==> src/rtl/ctrl_sequencer_pkg.sv <==
// ctrl_sequencer_pkg: ISA constants shared by the sequencer, its decoder and the datapath.
//   - 5-bit opcode encodings (identical to the ALU command encodings)
//   - HALT_WORD: the single 9-bit word that stops the core
//   - state_t: FSM state codes kept as plain logic constants
//   - iclass_t: instruction class produced by instr_class_dec
package ctrl_sequencer_pkg;

  localparam logic [8:0] HALT_WORD = 9'h00F;

  localparam logic [4:0] OP_NOP     = 5'b00000;
  localparam logic [4:0] OP_B_LUT   = 5'b00001;
  localparam logic [4:0] OP_B       = 5'b00010;
  localparam logic [4:0] OP_BEQ     = 5'b00011;
  localparam logic [4:0] OP_INC     = 5'b00100;
  localparam logic [4:0] OP_DEC     = 5'b00101;
  localparam logic [4:0] OP_ST_IND  = 5'b00110;
  localparam logic [4:0] OP_MOV     = 5'b00111;
  localparam logic [4:0] OP_ADD     = 5'b01000;
  localparam logic [4:0] OP_SUB     = 5'b01001;
  localparam logic [4:0] OP_AND     = 5'b01010;
  localparam logic [4:0] OP_OR      = 5'b01011;
  localparam logic [4:0] OP_XOR     = 5'b01100;
  localparam logic [4:0] OP_NOT     = 5'b01101;
  localparam logic [4:0] OP_SHL     = 5'b01110;
  localparam logic [4:0] OP_SHR     = 5'b01111;
  localparam logic [4:0] OP_LD      = 5'b10000;
  localparam logic [4:0] OP_ST      = 5'b10001;
  localparam logic [4:0] OP_LD_POST = 5'b10110;
  localparam logic [4:0] OP_ST_POST = 5'b10111;
  localparam logic [4:0] OP_ADDI    = 5'b11000;
  localparam logic [4:0] OP_SUBI    = 5'b11001;
  localparam logic [4:0] OP_LD_IND  = 5'b11010;
  localparam logic [4:0] OP_LD_IDX  = 5'b11011;
  localparam logic [4:0] OP_ANDI    = 5'b11100;
  localparam logic [4:0] OP_ORI     = 5'b11101;
  localparam logic [4:0] OP_XORI    = 5'b11110;
  localparam logic [4:0] OP_SWAP    = 5'b11111;

  typedef logic [2:0] state_t;
  localparam state_t S_IDLE   = 3'd0;
  localparam state_t S_FETCH  = 3'd1;
  localparam state_t S_DECODE = 3'd2;
  localparam state_t S_EXEC   = 3'd3;
  localparam state_t S_MEM    = 3'd4;
  localparam state_t S_WB     = 3'd5;
  localparam state_t S_WB2    = 3'd6;
  localparam state_t S_HALT   = 3'd7;

  typedef enum logic [3:0] {
    IC_NOP, IC_ALU_R, IC_ALU_I, IC_LOAD, IC_STORE, IC_B, IC_BEQ, IC_BLUT, IC_SWAP
  } iclass_t;

endpackage

==> src/rtl/ctrl_sequencer_if.sv <==
// ctrl_sequencer_if: bus between the sequencer (master) and imem / datapath / dmem (slave).
//   control : start (in), busy, halted (out)
//   imem    : imem_addr, imem_rd_en (out), imem_rdata (in)
//   rf/alu  : rf_addr_b, rf_wr_en, rf_wr_addr, wb_sel, tmp_ld, alu_cmd, alu_src_imm, imm (out)
//   branch  : lut_idx (out), branch_eq, lut_target (in)
//   dmem    : mem_rd_en, mem_wr_en (out)
// Macro CTRL_PERF_CNT_EN adds cyc_cnt / instr_cnt (out).
interface ctrl_sequencer_if #(
  parameter int PC_W  = 10,
  parameter int CNT_W = 16
);
  logic            start;
  logic [PC_W-1:0] imem_addr;
  logic            imem_rd_en;
  logic [8:0]      imem_rdata;
  logic [3:0]      rf_addr_b;
  logic            rf_wr_en;
  logic [3:0]      rf_wr_addr;
  logic [1:0]      wb_sel;
  logic            tmp_ld;
  logic [4:0]      alu_cmd;
  logic            alu_src_imm;
  logic [7:0]      imm;
  logic            branch_eq;
  logic [3:0]      lut_idx;
  logic [PC_W-1:0] lut_target;
  logic            mem_rd_en;
  logic            mem_wr_en;
  logic            busy;
  logic            halted;
`ifdef CTRL_PERF_CNT_EN
  logic [CNT_W-1:0] cyc_cnt;
  logic [CNT_W-1:0] instr_cnt;

  modport master (input  start, imem_rdata, branch_eq, lut_target,
                  output imem_addr, imem_rd_en, rf_addr_b, rf_wr_en, rf_wr_addr, wb_sel, tmp_ld,
                         alu_cmd, alu_src_imm, imm, lut_idx, mem_rd_en, mem_wr_en, busy, halted,
                         cyc_cnt, instr_cnt);
  modport slave  (output start, imem_rdata, branch_eq, lut_target,
                  input  imem_addr, imem_rd_en, rf_addr_b, rf_wr_en, rf_wr_addr, wb_sel, tmp_ld,
                         alu_cmd, alu_src_imm, imm, lut_idx, mem_rd_en, mem_wr_en, busy, halted,
                         cyc_cnt, instr_cnt);
`else
  modport master (input  start, imem_rdata, branch_eq, lut_target,
                  output imem_addr, imem_rd_en, rf_addr_b, rf_wr_en, rf_wr_addr, wb_sel, tmp_ld,
                         alu_cmd, alu_src_imm, imm, lut_idx, mem_rd_en, mem_wr_en, busy, halted);
  modport slave  (output start, imem_rdata, branch_eq, lut_target,
                  input  imem_addr, imem_rd_en, rf_addr_b, rf_wr_en, rf_wr_addr, wb_sel, tmp_ld,
                         alu_cmd, alu_src_imm, imm, lut_idx, mem_rd_en, mem_wr_en, busy, halted);
`endif
endinterface

==> src/rtl/ctrl_sequencer_instr_class_dec.sv <==
// instr_class_dec: combinational instruction classifier.
//   ir      in  9  instruction word
//   iclass  out    instruction class (unlisted opcodes -> IC_NOP)
//   is_halt out 1  word equals HALT_WORD
module instr_class_dec
  import ctrl_sequencer_pkg::*;
(
  input  logic [8:0] ir,
  output iclass_t    iclass,
  output logic       is_halt
);
  always_comb begin
    is_halt = (ir == HALT_WORD);
    case (ir[8:4])
      OP_ADD, OP_SUB, OP_AND, OP_OR, OP_XOR, OP_NOT, OP_SHL, OP_SHR,
      OP_INC, OP_DEC, OP_MOV:                   iclass = IC_ALU_R;
      OP_ADDI, OP_SUBI, OP_ANDI, OP_ORI, OP_XORI: iclass = IC_ALU_I;
      OP_LD, OP_LD_POST, OP_LD_IND, OP_LD_IDX:  iclass = IC_LOAD;
      OP_ST, OP_ST_POST, OP_ST_IND:             iclass = IC_STORE;
      OP_B:                                     iclass = IC_B;
      OP_BEQ:                                   iclass = IC_BEQ;
      OP_B_LUT:                                 iclass = IC_BLUT;
      OP_SWAP:                                  iclass = IC_SWAP;
      default:                                  iclass = IC_NOP;
    endcase
  end
endmodule

==> src/rtl/ctrl_sequencer.sv <==
// ctrl_sequencer: multi-cycle control FSM of the 8-bit core. Owns PC, IR and branch resolution,
// and sequences imem fetch, ALU/RF writeback and dmem strobes for the datapath.
//   clk, reset   system clock, asynchronous active-high reset
//   bus          ctrl_sequencer_if master modport (see interface header)
// Optional macro CTRL_PERF_CNT_EN: saturating cyc_cnt / instr_cnt performance counters.
//
// state  | meaning
// IDLE   | waiting for start after reset
// FETCH  | imem read of PC
// DECODE | latch imem word into IR, classify, detect HALT_WORD
// EXEC   | class strobes; branches resolve here
// MEM    | load data in flight
// WB     | load writeback, or SWAP first write (R0 <= Rs)
// WB2    | SWAP second write (Rs <= temp)
// HALT   | stopped, PC frozen, waiting for start
module ctrl_sequencer
  import ctrl_sequencer_pkg::*;
#(
  parameter int PC_W  = 10,
  parameter int CNT_W = 16
) (
  input logic              clk,
  input logic              reset,
  ctrl_sequencer_if.master bus
);
  state_t          state_q, state_d;
  logic [PC_W-1:0] pc_q, pc_d;
  logic [8:0]      ir_q, ir_d;
  iclass_t         iclass_q, iclass_d, dec_class;
  logic            dec_halt;
  logic [PC_W-1:0] pc_inc, pc_rel;
  logic            busy_w;

  // Classify the word while it is on imem_rdata so the class is registered alongside IR.
  instr_class_dec u_dec (
    .ir      (bus.imem_rdata),
    .iclass  (dec_class),
    .is_halt (dec_halt)
  );

  assign pc_inc = pc_q + PC_W'(1);
  assign pc_rel = pc_q + {{(PC_W-4){ir_q[3]}}, ir_q[3:0]};
  assign busy_w = (state_q != S_IDLE) && (state_q != S_HALT);

  always_comb begin
    state_d  = state_q;
    pc_d     = pc_q;
    ir_d     = ir_q;
    iclass_d = iclass_q;
    case (state_q)
      S_IDLE, S_HALT: begin
        if (bus.start) begin
          state_d = S_FETCH;
          pc_d    = '0;
        end
      end
      S_FETCH:  state_d = S_DECODE;
      S_DECODE: begin
        ir_d     = bus.imem_rdata;
        iclass_d = dec_class;
        state_d  = dec_halt ? S_HALT : S_EXEC;
      end
      S_EXEC: begin
        state_d = S_FETCH;
        pc_d    = pc_inc;
        case (iclass_q)
          IC_LOAD: begin state_d = S_MEM; pc_d = pc_q; end
          IC_SWAP: begin state_d = S_WB;  pc_d = pc_q; end
          IC_B:    pc_d = pc_rel;
          IC_BEQ:  if (bus.branch_eq) pc_d = pc_rel;
          IC_BLUT: pc_d = bus.lut_target;
          default: ;
        endcase
      end
      S_MEM: state_d = S_WB;
      S_WB: begin
        if (iclass_q == IC_SWAP) begin
          state_d = S_WB2;
        end else begin
          state_d = S_FETCH;
          pc_d    = pc_inc;
        end
      end
      S_WB2: begin
        state_d = S_FETCH;
        pc_d    = pc_inc;
      end
      default: state_d = S_IDLE;
    endcase
  end

  always_ff @(posedge clk or posedge reset) begin
    if (reset) begin
      state_q  <= S_IDLE;
      pc_q     <= '0;
      ir_q     <= '0;
      iclass_q <= IC_NOP;
    end else begin
      state_q  <= state_d;
      pc_q     <= pc_d;
      ir_q     <= ir_d;
      iclass_q <= iclass_d;
    end
  end

  // Outputs depend only on registered state/IR.
  always_comb begin
    bus.imem_rd_en  = (state_q == S_FETCH);
    bus.rf_wr_en    = 1'b0;
    bus.rf_wr_addr  = 4'd0;
    bus.wb_sel      = 2'd0;
    bus.tmp_ld      = 1'b0;
    bus.alu_src_imm = 1'b0;
    bus.mem_rd_en   = 1'b0;
    bus.mem_wr_en   = 1'b0;
    bus.alu_cmd     = ir_q[8:4];
    case (state_q)
      S_EXEC: begin
        case (iclass_q)
          IC_ALU_R: bus.rf_wr_en = 1'b1;
          IC_ALU_I: begin bus.rf_wr_en = 1'b1; bus.alu_src_imm = 1'b1; end
          IC_LOAD:  bus.mem_rd_en = 1'b1;
          IC_STORE: bus.mem_wr_en = 1'b1;
          IC_SWAP:  bus.tmp_ld = 1'b1;
          default:  ;
        endcase
      end
      S_WB: begin
        bus.rf_wr_en = 1'b1;
        if (iclass_q == IC_SWAP) bus.alu_cmd = OP_MOV;
        else                     bus.wb_sel  = 2'd1;
      end
      S_WB2: begin
        bus.rf_wr_en   = 1'b1;
        bus.rf_wr_addr = ir_q[3:0];
        bus.wb_sel     = 2'd2;
      end
      default: ;
    endcase
  end

  assign bus.imem_addr = pc_q;
  assign bus.rf_addr_b = ir_q[3:0];
  assign bus.lut_idx   = ir_q[3:0];
  assign bus.imm       = {4'b0000, ir_q[3:0]};
  assign bus.busy      = busy_w;
  assign bus.halted    = (state_q == S_HALT);

`ifdef CTRL_PERF_CNT_EN
  logic [CNT_W-1:0] cyc_cnt_q, cyc_cnt_d, instr_cnt_q, instr_cnt_d;

  // The start-driven entry into FETCH happens from a non-busy state, so counting only
  // busy->FETCH transitions skips the first fetch of a run.
  always_comb begin
    cyc_cnt_d   = cyc_cnt_q;
    instr_cnt_d = instr_cnt_q;
    if (!busy_w) begin
      if (bus.start) begin
        cyc_cnt_d   = '0;
        instr_cnt_d = '0;
      end
    end else begin
      if (~&cyc_cnt_q) cyc_cnt_d = cyc_cnt_q + CNT_W'(1);
      if ((state_d == S_FETCH) && ~&instr_cnt_q) instr_cnt_d = instr_cnt_q + CNT_W'(1);
    end
  end

  always_ff @(posedge clk or posedge reset) begin
    if (reset) begin
      cyc_cnt_q   <= '0;
      instr_cnt_q <= '0;
    end else begin
      cyc_cnt_q   <= cyc_cnt_d;
      instr_cnt_q <= instr_cnt_d;
    end
  end

  assign bus.cyc_cnt   = cyc_cnt_q;
  assign bus.instr_cnt = instr_cnt_q;
`endif
endmodule

==> src/flat_wrapper.sv <==
// flat-port wrapper written by rule: the top's interface ports become plain ports
module ctrl_sequencer_flat import ctrl_sequencer_pkg::*;
#(
  parameter int PC_W  = 10,
  parameter int CNT_W = 16
)
  (clk, reset, bus_start, bus_imem_rdata, bus_branch_eq, bus_lut_target, bus_imem_addr, bus_imem_rd_en, bus_rf_addr_b, bus_rf_wr_en, bus_rf_wr_addr, bus_wb_sel, bus_tmp_ld, bus_alu_cmd, bus_alu_src_imm, bus_imm, bus_lut_idx, bus_mem_rd_en, bus_mem_wr_en, bus_busy, bus_halted);
  ctrl_sequencer_if #(.PC_W(PC_W), .CNT_W(CNT_W)) bus_i ();
  input logic clk;
  input logic reset;
  input wire logic [$bits(bus_i.start)-1:0] bus_start;
  input wire logic [$bits(bus_i.imem_rdata)-1:0] bus_imem_rdata;
  input wire logic [$bits(bus_i.branch_eq)-1:0] bus_branch_eq;
  input wire logic [$bits(bus_i.lut_target)-1:0] bus_lut_target;
  output wire logic [$bits(bus_i.imem_addr)-1:0] bus_imem_addr;
  output wire logic [$bits(bus_i.imem_rd_en)-1:0] bus_imem_rd_en;
  output wire logic [$bits(bus_i.rf_addr_b)-1:0] bus_rf_addr_b;
  output wire logic [$bits(bus_i.rf_wr_en)-1:0] bus_rf_wr_en;
  output wire logic [$bits(bus_i.rf_wr_addr)-1:0] bus_rf_wr_addr;
  output wire logic [$bits(bus_i.wb_sel)-1:0] bus_wb_sel;
  output wire logic [$bits(bus_i.tmp_ld)-1:0] bus_tmp_ld;
  output wire logic [$bits(bus_i.alu_cmd)-1:0] bus_alu_cmd;
  output wire logic [$bits(bus_i.alu_src_imm)-1:0] bus_alu_src_imm;
  output wire logic [$bits(bus_i.imm)-1:0] bus_imm;
  output wire logic [$bits(bus_i.lut_idx)-1:0] bus_lut_idx;
  output wire logic [$bits(bus_i.mem_rd_en)-1:0] bus_mem_rd_en;
  output wire logic [$bits(bus_i.mem_wr_en)-1:0] bus_mem_wr_en;
  output wire logic [$bits(bus_i.busy)-1:0] bus_busy;
  output wire logic [$bits(bus_i.halted)-1:0] bus_halted;
  assign bus_i.start = bus_start;
  assign bus_i.imem_rdata = bus_imem_rdata;
  assign bus_i.branch_eq = bus_branch_eq;
  assign bus_i.lut_target = bus_lut_target;
  assign bus_imem_addr = bus_i.imem_addr;
  assign bus_imem_rd_en = bus_i.imem_rd_en;
  assign bus_rf_addr_b = bus_i.rf_addr_b;
  assign bus_rf_wr_en = bus_i.rf_wr_en;
  assign bus_rf_wr_addr = bus_i.rf_wr_addr;
  assign bus_wb_sel = bus_i.wb_sel;
  assign bus_tmp_ld = bus_i.tmp_ld;
  assign bus_alu_cmd = bus_i.alu_cmd;
  assign bus_alu_src_imm = bus_i.alu_src_imm;
  assign bus_imm = bus_i.imm;
  assign bus_lut_idx = bus_i.lut_idx;
  assign bus_mem_rd_en = bus_i.mem_rd_en;
  assign bus_mem_wr_en = bus_i.mem_wr_en;
  assign bus_busy = bus_i.busy;
  assign bus_halted = bus_i.halted;
  ctrl_sequencer #(.PC_W(PC_W), .CNT_W(CNT_W)) u_core (.clk(clk), .reset(reset), .bus(bus_i));
endmodule
==> config.mk <==
export PLATFORM = sky130hd
export DESIGN_NAME = ctrl_sequencer_flat
export DESIGN_NICKNAME = d
export VERILOG_FILES = /design/src/rtl/ctrl_sequencer_pkg.sv /design/src/rtl/ctrl_sequencer_if.sv /design/src/rtl/ctrl_sequencer_instr_class_dec.sv /design/src/rtl/ctrl_sequencer.sv /design/src/flat_wrapper.sv
export SDC_FILE = /design/constraint.sdc
export NUM_CORES = 1
export LEC_CHECK = 0
export BUFFER_PORTS_ARGS = -buffer_cell sky130_fd_sc_hd__buf_2
export CAP_MARGIN = 15
export CELL_PAD_IN_SITES_DETAIL_PLACEMENT = 1
export CELL_PAD_IN_SITES_GLOBAL_PLACEMENT = 2
export CORE_ASPECT_RATIO = 0.5
export CORE_MARGIN = 5
export CORE_UTILIZATION = 30
export CTS_CLUSTER_DIAMETER = 60
export DETAILED_ROUTE_END_ITERATION = 10
export HOLD_SLACK_MARGIN = 0.05
export PLACE_DENSITY_LB_ADDON = 0.1
export SLEW_MARGIN = 25
export SYNTH_ARGS = -nofsm -noshare
export SYNTH_HDL_FRONTEND = slang
export SYNTH_SLANG_ARGS = --single-unit
export TNS_END_PERCENT = 100
==> constraint.sdc <==
create_clock -name clk -period 3.05 [get_ports clk]
set_clock_uncertainty 0.05 [all_clocks]
set_input_delay 0.4575 -clock clk [delete_from_list [all_inputs] [get_ports clk]]
set_output_delay 0.4575 -clock clk [all_outputs]
set_load 0.005 [all_outputs]
# Word-level counts from Yosys, hierarchy flattened
# Memories as Yosys holds them, arrays and structs flattened. A register that Yosys moved wholly into a read port is not among the register bits.
# Cells that the tools add are included.
[word_totals] wordCells=60 mem_count=1 in_bits=23 romBits=128 out_inout_bits=45 reg_bits=22
[classes] add_sub_neg=2 n_eq_ne=20 mux=25 reduce_logical=9
[memory_table] memory="(no name shown)" words=32 width=4 rd=1 rd_ports_with_merged_regs=1 wr=0 line="ctrl_sequencer_instr_class_dec.sv:14" source="case (ir[8:4])"
[ops] op="10-bit case mux with 4 select lines" count=2
[ops] op="10-bit two-way mux" count=3
[ops] op="3-bit case mux with 7 select lines" count=1
[ops] op="4-bit by 3-bit == test with 1-bit output, second input constant" count=4
[ops] op="3-bit == test, second input constant" count=4
[ops] op="10-bit by 1-bit adder with 10-bit output, second input constant" count=1
[ops] op="10-bit adder" count=1
[ops] op="1-bit two-way mux" count=10
[ops] op="5-bit two-way mux" count=2
[ops] op="9-bit by 4-bit == test with 1-bit output, second input constant" count=1
[ops] op="3-bit two-way mux" count=3
[ops] op="4-bit by 2-bit == test with 1-bit output, second input constant" count=2
[ops] op="2-bit OR reduction" count=4
[ops] op="3-bit by 2-bit == test with 1-bit output, second input constant" count=2
[ops] op="2-bit inequality test, second input constant" count=3
[ops] op="3-bit case mux with 2 select lines" count=1
[ops] op="4-bit by 1-bit == test with 1-bit output, second input constant" count=1
[ops] op="4-bit == test, second input constant" count=1
[ops] op="4-bit two-way mux" count=1
[ops] op="2-bit case mux with 2 select lines" count=1
[ops] op="4-bit AND reduction" count=1
[ops] op="4-bit nonzero test" count=1
[ops] op="3-bit by 1-bit == test with 1-bit output, second input constant" count=1
[ops] op="3-bit logical NOT" count=1
[ops] op="other kinds (4)" count=4

# Longest topological paths before layout
# Gate-level depths: netlist of run 1.
[depth] word_depth=4 depth_mapped=9 ltp_nobuf=9

# Modules after synthesis
# Synthesis of run 1 repeated with hierarchy kept, for this count alone.
[hier_totals] hier_cells=293 hier_area_um2=2472.4
[by_module_without_submodules] module="ctrl_sequencer" cells_each=264 area_per_inst_um2=2250.9 seq_area_each_um2=650.6 instances=1
[by_module_without_submodules] module="instr_class_dec" cells_each=29 area_per_inst_um2=221.5 seq_area_each_um2=0.0 instances=1

# Least setup slack after synthesis of run 1
# No wires, ideal clock.
[synth_timing] kind="register to register" start="reg u_core.ir_q[3]" end="reg u_core.pc_q[9] (netlist: u_core.bus.imem_addr[9])" path_slack_ns=0.779 period_less_slack_ns=2.271 required_time_ns=2.874 setup_time_ns=0.126 t_arrival_ns=2.095 path_buffers=0 path_stages_with_launch=8 path_cell_list="dfrtp_1 -> ha_1 -> a21oi_1 -> o21ai_1 -> o31ai_1 -> o21ai_0 -> mux2_2 -> a221o_1"
[synth_via] elab_chain_len=4
[synth_rtl] element="start: declaration" line="ctrl_sequencer.sv:28" source="logic [8:0] ir_q, ir_d;"
[synth_rtl] element="start signal: assignment" line="ctrl_sequencer.sv:101" source="ir_q <= ir_d;"
[synth_rtl] element="10-bit adder (*)" line="ctrl_sequencer.sv:42" source="assign pc_rel = pc_q + {{(PC_W-4){ir_q[3]}}, ir_q[3:0]};"
[synth_rtl] element="10-bit two-way mux" line="ctrl_sequencer.sv:70" source="IC_BEQ: if (bus.branch_eq) pc_d = pc_rel;"
[synth_rtl] element="10-bit case mux with 4 select lines (*)" line="ctrl_sequencer.sv:66" source="case (iclass_q)"
[synth_rtl] element="10-bit case mux with 4 select lines (*)" line="ctrl_sequencer.sv:50" source="case (state_q)"
[synth_rtl] element="end signal: assignment" line="ctrl_sequencer.sv:100" source="pc_q <= pc_d;"
[synth_rtl] element="end: declaration" line="ctrl_sequencer.sv:27" source="logic [PC_W-1:0] pc_q, pc_d;"
# Every way passes the cells marked *; elsewhere a longest branch is shown, timed or not.
# A chain may end at the register's enable or synchronous reset.

# Worst setup path after layout of run 1
[layout_timing] start="reg u_core.iclass_q[1]" end="out bus_alu_cmd[0]"
[layout_via] elab_chain_len=3
[layout_rtl] element="start: declaration" line="ctrl_sequencer.sv:29" source="iclass_t iclass_q, iclass_d, dec_class;"
[layout_rtl] element="4-bit == test" line="ctrl_sequencer.sv:130" source="if (iclass_q == IC_SWAP) bus.alu_cmd = OP_MOV;"
[layout_rtl] element="5-bit two-way mux" line="ctrl_sequencer.sv:130"
[layout_rtl] element="5-bit two-way mux" line="ctrl_sequencer.sv:117" source="case (state_q)"
[layout_rtl] element="end: declaration" line="flat_wrapper.sv:22" source="output wire logic [$bits(bus_i.alu_cmd)-1:0] bus_alu_cmd;"
# No other way between the ends.

==> results of run 1 <==
-- worst max-delay path: stages, from the launching register on --
cell     delay (ns)
dfrtp_1        0.52
or4b_4         0.66
nor3_1         0.41
or2_2          0.19
buf_2          0.10
-- cells in the final DEF (no fill, tap or decap), types with 2 or more instances in the layout --
cell type and count:
or2_2 4, nor3_1 6, conb_1 4, o21ai_1 3, and3_1 8, or3b_2 2, nor2_1 16, xor2_1 5
a22o_1 2, o22ai_1 2, a22oi_1 4, o211ai_1 4, nand2b_1 5, nand2_1 30, clkbuf_16 3, nor3b_1 2
nor2b_1 6, nand3_1 3, mux2i_1 2, a221o_1 4, xnor2_1 5, mux2_2 6, a221oi_2 2, dfrtp_1 26
and2_1 5, buf_2 63, inv_1 13, ha_1 15, o21a_1 2, a211oi_1 2, o21ai_0 21, buf_4 4
a21o_1 3, o221ai_1 2, a21oi_1 15, o31ai_1 5
-- area by class of cell --
class | instances | area (um2)
Tap cell | 108 | 135.1
Timing Repair Buffer | 67 | 345.3
Sequential cell | 26 | 650.6
Inverter | 13 | 48.80
Clock inverter | 1 | 30.03
Multi-Input combinational cell | 216 | 1491
Fill cell | 927 | 4738
Clock buffer | 3 | 75.07
-- logic make-up (layout without fill, tap and decap cells) --
family          Yosys count  in the layout  share of synthesized area, %
simple gates            100            100                         23.60
compound gates           78             78                         22.54
buf+inv                  41             84                         10.08
flops                    26             26                         27.45
fa+ha+maj                16             16                         8.765
xor+xnor                 10             10                         3.696
mux                       8              8                         3.696
other cells               1              4                        0.1582
-- routing by layer --
metal / up-vias / wire length, um / track usage, %
met5: - / 0 / 0
met4: 0 / 42 / 2.346
met3: 4 / 302 / 3.857
met2: 41 / 3264 / 24.17
met1: 1090 / 3628 / 21.90
li1: 1078 / - / -
-- registers in the layout (all words and copies together) (netlist names) --
signal                cells
u_core.iclass_q           4
u_core.ir_q               9
u_core.state_q            3
u_core.bus.imem_addr     10
-- metrics by stage --
step / utilization, % / total power (uW) / std cells / worst slack (ns) / cell area (um2)
3_3_place_gp: 35.55 / 2485 / 430 / 0.5780 / 2671
3_5_place_dp: 35.55 / 2523 / 430 / 0.4821 / 2671
6_report: 36.95 / 2896 / 434 / 0.3880 / 2776
5_1_grt: 36.95 / 3215 / 434 / 0.2129 / 2776
4_1_cts: 36.95 / 2943 / 434 / 0.3302 / 2776
2_1_floorplan: - / 2050 / 283 / 0.7787 / 2381
-- power breakdown --
group	switching, uW	internal [uW]	total (uW)	leakage, uW
logic	914	788	1700	0.000965
registers	295	497	791	0.000328
clock network	141	262	403	0.0000511
total	1350	1550	2900	0.00134
-- worst max-delay path by stage --
stage                            start                       to  slack, ns  cells past startpoint
finish              u_core.iclass_q[1]           bus_alu_cmd[0]       0.39                      4
global route        u_core.iclass_q[1]           bus_alu_cmd[1]       0.21                      4
CTS                 u_core.iclass_q[1]           bus_alu_cmd[0]       0.33                      4
detailed placement      u_core.ir_q[3]  u_core.bus.imem_addr[9]       0.48                      7
global placement        u_core.ir_q[3]  u_core.bus.imem_addr[9]       0.58                      7
floorplan               u_core.ir_q[3]  u_core.bus.imem_addr[9]       0.78                      7
==> reports/metrics.csv, run 1 <==
stage,metric,value,unit
power,pwr dens,1043,nW/um2
timing,worst-margin pin slew,0.6737,ns
drt,wire per inst,16.68,um
global_route,global-route wire length before repair,12210,um
synth,share of Yosys cell area claimed by the top area cell type,27.46,%
critical_path,CP required,2.54,ns
die,Site Rows,22,
synth,number of enable flip-flop cells after synthesis,0,
job,max_cap viols,0,
finish,antenna fix cells,0,
critical_path,"setup slack, reg-to-reg",0.48,ns
clock_network,Clock Sinks,26,
timing,fin. max-slew vios,0,
global_route,initial antenna violation count,0,
finish,Synth-to-Final Area Change,17.16,%
timing,relative slew slack,54.74,%
clock_network,Root Driver,clkbuf_16,
synth,mean post-synth cell area,8.463,um2
clock_network,clk buf depth,2,
drt,drt first pass iters,4,
timing,fin crit share,87.28,%
drt,DRC Markers,0,
global_route,vias in the first global route,2274,
critical_path,crit start category,flop,
drt,final WL,7237,um
global_route,pin count of the biggest net entering global routing,27,
outcome,status,finished clean,
synth,total number of yosys warnings,0,
global_route,GR Overflow Total,0,
clock_network,worst-skew pair later-pin latency,0.27,ns
die,Die Ht,72.85,um
die,Core ar.,7515,um2
clock_network,H-tree Lvls,1,
timing,setup_tns,0,ns
synth,Synth Register Bits,26,
synth,most frequent cell after synthesis,nand2_1,
synth,Yosys cell types,59,
synth,Mapped Area,2370,um2
global_route,Total Routing Usage GR,15.41,%
placement,GP Congestion,0.7814,
drt,Final ANT Viol Nets,0,
critical_path,FF-to-FF End,u_core.bus.imem_addr[9],
timing,final hold slack,0.1782,ns
synth,ys flop type,dfrtp_1,
placement,Port Buf Inserts,63,
placement,Post-DP HPWL,5633,um
synth,cell taking the most area after synthesis,dfrtp_1,
die,Ports,68,
timing,fmax,375.7,MHz
clock_network,CTS Buf Count,3,
finish,Layout Nets,366,
synth,post-synthesis cell count,280,
synth,Synth top cells by count,"nand2_1, dfrtp_1, o21ai_0",
die,Die Width,135.7,um
timing,final hold violations,0,
drt,vias per cell,5.099,
drt,Initial DRC Count,131,
die,die area,9884,um2
synth,sequential share of the synthesized area,27.46,%
critical_path,r2r worst-path depth,7,
timing,final setup vio count,0,
timing,RSZ-0062 raised after global routing,no,
critical_path,Setup crit end kind,output port,
critical_path,WS Path Type,flop to output port,
power,leakage power,0.001344,uW
clock_network,clock-pin slew on the worst setup and hold paths,0.08,ns
critical_path,"Max FO, Critical Path",12,
synth,Area contributors post-synth,"dfrtp_1, ha_1, buf_4, nand2_1, o21ai_0",
drt,vias,2213,
critical_path,"Data arrival, critical path",2.15,ns
clock_network,CTS tree,done,
clock_network,cts hold-fix bufs,0,
power,Max VDD drop,270.7,uV
die,initial core utilization,31.54,%
finish,fraction of layout cells with a size suffix above 1,28.22,%
clock_network,post-CTS sizing,0,
worst_hold_path,hold crit path type,primary input to async pin,
critical_path,Crit Reg-Reg Startpoint,u_core.ir_q[3],
synth,ys async rst share,100.0,%
clock_network,post-CTS setup buffer count,0,
timing,post-layout min period,2.662,ns
(Power assumes the default switching activity.)
==> inputs of run 2 (changes only) <==
--- a/config.mk
+++ b/config.mk
@@ -11,7 +11,7 @@
 export CELL_PAD_IN_SITES_GLOBAL_PLACEMENT = 2
 export CORE_ASPECT_RATIO = 0.5
 export CORE_MARGIN = 5
-export CORE_UTILIZATION = 30
+export CORE_UTILIZATION = 27
 export CTS_CLUSTER_DIAMETER = 60
 export DETAILED_ROUTE_END_ITERATION = 10
 export HOLD_SLACK_MARGIN = 0.05
==> constraint.sdc (replaced) <==
create_clock -name clk -period 2.32 [get_ports clk]
set_clock_uncertainty 0.05 [all_clocks]
set_input_delay 0.348 -clock clk [delete_from_list [all_inputs] [get_ports clk]]
set_output_delay 0.348 -clock clk [all_outputs]
set_load 0.005 [all_outputs]
==> run 2 against run 1 <==
Net effect: design area up 12%; core utilization decreased by 0.81 points; first-iteration DRC count decreased by 48%; critical path depth increased by 1; die area is 9.9% higher; critical endpoint is now bus_alu_cmd[2]; highest routed layer unchanged.
==> reports/metrics.csv, run 2 (synthesis results as in run 1) <==
stage,metric,value,unit,change
power,sequential power share,19.5,%,-7.8 points
power,switch share,44.86,%,-1.7 points
placement,Port Buf Inserts,63,,unchanged
drt,Initial DRC Count,68,,-48%
placement,Post-DP HPWL,6607,um,+17%
drt,Final ANT Viol Nets,0,,unchanged
finish,Layout Nets,406,,+11%
power,Clock power frac,10.3,%,-3.6 points
drt,vias,2362,,+6.7%
drt,met2 wire length,3752,um,+15%
clock_network,CTS Buf Count,3,,unchanged
finish,fraction of layout cells with a size suffix above 1,38.25,%,+10 points
critical_path,Setup crit end kind,output port,,
timing,fin. max-slew vios,0,,unchanged
critical_path,r2r worst-path depth,7,,unchanged
drt,Routed met3 length,343,um,+14%
finish,"Design Area, Final",3114,um2,+12%
timing,post-layout worst setup margin,0.07796,ns,-0.3101 ns
finish,"commonest cells after routing, fill and taps aside","buf_2, buf_4, nand2_1, dfrtp_1, o21ai_0",,
finish,Largest register FFs,10,,unchanged
drt,wire per inst,16.86,um,+1.1%
outcome,status,finished clean,,
die,Core ar.,8618,um2,+15%
clock_network,CTS tree,done,,
die,Site Rows,24,,+9.1%
global_route,global-route wire length before repair,13330,um,+9.2%
power,combinational power share,70.2,%,+11 points
drt,vias per cell,4.890,,-4.1%
finish,final design utilization,36.14,%,-0.81 points
job,max_cap viols,0,,unchanged
clock_network,clock-pin slew on the worst setup and hold paths,0.07,ns,about the same
timing,relative slew slack,57.23,%,+2.5 points
critical_path,CP required,1.92,ns,-0.62 ns
finish,antenna fix cells,0,,unchanged
power,Max VDD drop,380.0,uV,+40%
critical_path,crit start category,flop,,
global_route,vias in the first global route,2561,,+13%
power,Switching Power,1956,uW,+45%
placement,placed cells,476,,+11%
global_route,GR Overflow Total,0,,unchanged
placement,GP Congestion,0.8376,,+7.2%
timing,post-layout min period,2.242,ns,
finish,Synth-to-Final Area Change,31.42,%,
worst_hold_path,hold crit path type,primary input to async pin,,
clock_network,Clock Sinks,26,,unchanged
clock_network,H-tree Lvls,1,,unchanged
drt,final WL,8143,um,+13%
critical_path,"Data arrival, critical path",1.84,ns,-0.31 ns
die,Die Ht,76.25,um,+4.7%
timing,final setup vio count,0,,unchanged
die,Die Width,142.5,um,+5.0%
power,leakage power,0.001541,uW,+15%
clock_network,Root Driver,clkbuf_16,,
drt,wl on met1,4017,um,+11%
die,die area,10860,um2,+9.9%
drt,drt first pass iters,4,,unchanged
finish,final cell count without fillers,483,,+11%
clock_network,clk buf depth,2,,unchanged
die,Ports,68,,unchanged
timing,worst-margin pin slew,0.6381,ns,-0.03561 ns
drt,DRC Markers,0,,unchanged
timing,final hold violations,0,,unchanged
drt,max layer used,met4,,
finish,"commonest non-fill, non-tap cell in the layout",buf_2,,
timing,fmax,446.0,MHz,
critical_path,"Max FO, Critical Path",8,,-4
timing,fin crit share,96.64,%,
die,initial core utilization,27.50,%,-4.0 points
critical_path,WS Path Type,flop to output port,,
clock_network,cts hold-fix bufs,0,,unchanged
global_route,pin count of the biggest net entering global routing,27,,unchanged
power,pwr dens,1400,nW/um2,+34%
placement,DP Area,2973,um2,+11%
global_route,initial antenna violation count,0,,unchanged
global_route,Total Routing Usage GR,15.15,%,-0.26 points
power,Int Power,2404,uW,+55%
clock_network,worst-skew pair later-pin latency,0.27,ns,about the same
placement,Place WS,-0.01459,ns,-0.4967 ns
==> run 2: changes by cell type in the layout (fill, tap and decap cells not counted), sizes merged <==
cell | before | now
bufinv | 1 | 0
clkbuf | 3 | 4
buf | 67 | 107
==> run 2: worst paths after layout <==
path | to | slack [ns] | from
worst max-delay path | bus_alu_cmd[2] | 0.08 | u_core.iclass_q[2]
worst min-delay path | u_core.ir_q[5] | 0.09 | reset
worst max register to register | u_core.bus.imem_addr[8] | 0.10 | u_core.ir_q[3]
worst min register to register | u_core.ir_q[8] | 0.44 | u_core.ir_q[8]
max in group asynchronous | u_core.ir_q[3] | 1.83 | reset
min in group clk | u_core.ir_q[1] | 0.27 | bus_imem_rdata[1]
==> run 2: metal layers <==
| metal | vias up | GRT usage, % |
|---|---|---|
| li1 | 1158 | - |
| met4 | 0 | 1.613 |
| met2 | 35 | 25.37 |
| met1 | 1165 | 20.16 |
| met5 | - | 0 |
| met3 | 4 | 4.138 |
==> run 2: power groups by stage <==
stage               Clock (uW)  Sequential, uW  Combinational [uW]
floorplan                    0             848                1850
global placement             0             861                2910
detailed placement           0             865                2990
CTS                        465             856                3020
global route               486             879                3410
finish                     448             849                3060
==> run 2: per-stage QoR <==
stage	power (uW)	hold slack (ns)	TNS [ns]
2_1_floorplan	2696	0.3380	0
6_report	4360	0.08740	0
3_5_place_dp	3856	0.4066	-0.01459
3_3_place_gp	3773	0.4003	0
5_1_grt	4775	0.1358	-0.001422
4_1_cts	4340	0.1111	0
==> run 2: area by class of cell <==
type | count | area [um2]
Fill cell | 1065 | 5504
Multi-Input combinational cell | 216 | 1519
Timing Repair Buffer | 107 | 658.1
Sequential cell | 26 | 653.1
Tap cell | 117 | 146.4
Clock buffer | 4 | 88.84
Inverter | 13 | 48.80
==> run 2: what timing repair did <==
item / CTS / global route
gates resized for setup: 2 / 7
pin swaps: 1 / 2
endpoints found under the setup margin: 1 / 7
buffers inserted: 0 / 3
==> run 2: critical path: stages (launching register included) <==
cell	delay, ns
dfrtp_1	0.42
or4b_4	0.63
nor3_2	0.18
buf_4	0.14
or2_2	0.10
buf_2	0.10
==> inputs of run 3 (changes only) <==
--- a/config.mk
+++ b/config.mk
@@ -10,8 +10,8 @@
 export CELL_PAD_IN_SITES_DETAIL_PLACEMENT = 1
 export CELL_PAD_IN_SITES_GLOBAL_PLACEMENT = 2
 export CORE_ASPECT_RATIO = 0.5
-export CORE_MARGIN = 5
-export CORE_UTILIZATION = 27
+export CORE_MARGIN = 2
+export CORE_UTILIZATION = 30
 export CTS_CLUSTER_DIAMETER = 60
 export DETAILED_ROUTE_END_ITERATION = 10
 export HOLD_SLACK_MARGIN = 0.05
==> constraint.sdc (replaced) <==
create_clock -name clk -period 2.85 [get_ports clk]
set_clock_uncertainty 0.05 [all_clocks]
set_input_delay 0.4275 -clock clk [delete_from_list [all_inputs] [get_ports clk]]
set_output_delay 0.4275 -clock clk [all_outputs]
set_load 0.005 [all_outputs]
==> run 3 against run 2 <==
Net effect: setup slack improved by 0.21 ns; register-to-register slack improved by 0.19 ns; sequential power is 2.7% lower; clock power shrank 5.4%; flip-flop and latch count did not move; non-clock buffer count fell by 38; design area shrank 10%; via count decreased by 6.7%; combinational power down 39%; clock-buffer cell count fell by 1; die area is 20% lower; critical path type unchanged; largest cell class unchanged; largest power group unchanged; highest routed layer unchanged.
==> reports/metrics.csv, run 3 (synthesis results as in run 1) <==
stage,metric,value,unit,change
outcome,status,finished clean,,
critical_path,"Largest stage delay, worst path",0.67,ns,+0.04 ns
drt,Initial DRC Count,84,,+24%
timing,fin crit share,90.02,%,
placement,Place WS,0.3342,ns,+0.3488 ns
die,Core ar.,7487,um2,-13%
clock_network,worst-skew pair later-pin latency,0.26,ns,about the same
die,Site Rows,22,,-8.3%
power,switch share,46.34,%,+1.5 points
finish,Synth-to-Final Area Change,18.00,%,
placement,Port Buf Inserts,63,,unchanged
finish,FF/Latch Area,650.6,um2,-0.38%
die,Ports,68,,unchanged
placement,GP Congestion,0.7814,,-6.7%
die,die area,8669,um2,-20%
critical_path,Crit Reg-Reg Startpoint,u_core.ir_q[3],,
global_route,met3 GRT Util,3.614,%,-0.52 points
critical_path,FF-to-FF End,u_core.bus.imem_addr[9],,
critical_path,cells along the critical path,or4b_4 > nor3_2 > or2_2 > buf_2,,
global_route,routing usage on met1,22.85,%,+2.7 points
critical_path,CP max stage cell,or4b_4,,
timing,relative slew slack,59.94,%,+2.7 points
power,combinational power share,59.8,%,-10 points
die,Die Ht,66.85,um,-12%
power,Clock power frac,13.6,%,+3.3 points
clock_network,H-tree Lvls,1,,unchanged
power,sequential power share,26.6,%,+7.1 points
finish,"commonest non-fill, non-tap cell in the layout",buf_2,,
timing,RSZ-0062 raised after global routing,no,,
drt,Final ANT Viol Nets,0,,unchanged
clock_network,clk buf depth,2,,unchanged
drt,DRC Markers,0,,unchanged
drt,drt first pass iters,4,,unchanged
clock_network,clock-pin slew on the worst setup and hold paths,0.07,ns,about the same
worst_hold_path,hold crit path type,primary input to async pin,,
critical_path,CP required,2.37,ns,+0.45 ns
drt,final WL,6927,um,-15%
clock_network,cts hold-fix bufs,0,,unchanged
power,Switching Power,1440,uW,-26%
global_route,Total Routing Usage GR,16.94,%,+1.8 points
power,pwr dens,1112,nW/um2,-21%
finish,Largest register FFs,10,,unchanged
global_route,M2 GR Usage,28.80,%,+3.4 points
finish,area of the multi-input gates,1496,um2,-1.5%
timing,final setup vio count,0,,unchanged
clock_network,Root Driver,clkbuf_16,,
timing,setup_tns,0,ns,unchanged
finish,fraction of layout cells with a size suffix above 1,28.96,%,-9.3 points
finish,"commonest cells after routing, fill and taps aside","buf_2, nand2_1, dfrtp_1, o21ai_0, nor2_1",,
critical_path,"Data arrival, critical path",2.09,ns,+0.25 ns
clock_network,Clock Sinks,26,,unchanged
clock_network,CTS Buf Count,3,,unchanged
critical_path,Setup crit end kind,output port,,
finish,Layout Nets,368,,-9.4%
clock_network,post-CTS setup buffer count,0,,unchanged
critical_path,crit start category,flop,,
finish,antenna fix cells,0,,unchanged
clock_network,CTS tree,done,,
power,leakage power,0.001355,uW,-12%
timing,final hold violations,0,,unchanged
critical_path,"Max FO, Critical Path",12,,+4
global_route,vias in the first global route,2141,,-16%
timing,fin. max-slew vios,0,,unchanged
global_route,GR Overflow Total,0,,unchanged
power,Max VDD drop,277.5,uV,-27%
timing,post-layout worst setup margin,0.2845,ns,+0.2065 ns
placement,DP Area,2686,um2,-9.6%
global_route,initial antenna violation count,0,,unchanged
critical_path,"setup slack, reg-to-reg",0.29,ns,+0.19 ns
clock_network,post-CTS sizing,0,,-2
drt,vias,2204,,-6.7%
finish,final design utilization,37.35,%,+1.2 points
global_route,busiest grt layer,met2,,
critical_path,WS Path Type,flop to output port,,
timing,fmax,389.8,MHz,
timing,post-layout min period,2.566,ns,
drt,vias per cell,5.055,,+3.4%
die,initial core utilization,31.65,%,+4.2 points
job,max_cap viols,0,,unchanged
timing,worst-margin pin slew,0.6009,ns,-0.03716 ns
power,Int Power,1668,uW,-31%
die,Die Width,129.7,um,-9.0%
finish,"Design Area, Final",2796,um2,-10%
placement,Post-DP HPWL,5283,um,-20%
global_route,pin count of the biggest net entering global routing,27,,unchanged
drt,wire per inst,15.89,um,-5.8%
finish,# fillers,927,,-13%
critical_path,r2r worst-path depth,7,,unchanged
global_route,global-route wire length before repair,11270,um,-15%
==> run 3: cell types whose count changed in the layout (fill, tap and decap cells not counted), sizes merged <==
cell,before,now
clkbuf,4,3
buf,107,69
bufinv,0,1
==> run 3: layout make-up <==
cell class | instances | area share, %
multi-input cells | 216 | 53.51
flip-flops and latches | 26 | 23.27
repair buffers | 69 | 12.89
well taps | 108 | 4.832
clock buffers | 3 | 2.685
inverters | 13 | 1.745
clock inverters | 1 | 1.074
==> run 3: worst max path at each step <==
stage | from | end | slack [ns] | depth (start not counted)
after floorplan | u_core.ir_q[3] | u_core.bus.imem_addr[9] | 0.58 | 7
after global placement | u_core.ir_q[3] | u_core.bus.imem_addr[9] | 0.35 | 7
after detailed placement | u_core.ir_q[3] | u_core.bus.imem_addr[9] | 0.33 | 7
after CTS | u_core.iclass_q[1] | bus_alu_cmd[2] | 0.09 | 4
after global routing | u_core.ir_q[3] | u_core.bus.imem_addr[9] | 0.08 | 7
final | u_core.iclass_q[1] | bus_alu_cmd[2] | 0.28 | 4
==> run 3: power groups by stage <==
stage	clock network [uW]	registers [uW]	logic (uW)
5_1_grt	458	872	2100
2_1_floorplan	0	690	1500
6_report	424	826	1860
3_3_place_gp	0	821	1840
3_5_place_dp	0	834	1860
4_1_cts	442	827	1870
==> run 3: layer usage <==
layer	part of all wire (%)	wire length, um	vias up
met2	46	3157	45
met4	0.35	24	0
met3	3.9	269	2
met5	0	0	-
li1	-	-	1084
met1	50	3475	1073
==> run 3: per-stage QoR <==
step | cells | hold WS (ns) | total power [uW]
4_1_cts | 436 | 0.1848 | 3141
6_report | 436 | 0.1674 | 3108
3_3_place_gp | 432 | 0.4151 | 2664
3_5_place_dp | 432 | 0.4263 | 2695
5_1_grt | 436 | 0.2084 | 3429
2_1_floorplan | 283 | 0.3922 | 2194
==> run 3: critical path, delay by kind of cell (launching register included) <==
kind / cells / cell delay (ns)
buffers and inverters: 1 / 0.10
DFF: 1 / 0.54
and+or+nand+nor: 3 / 1.18
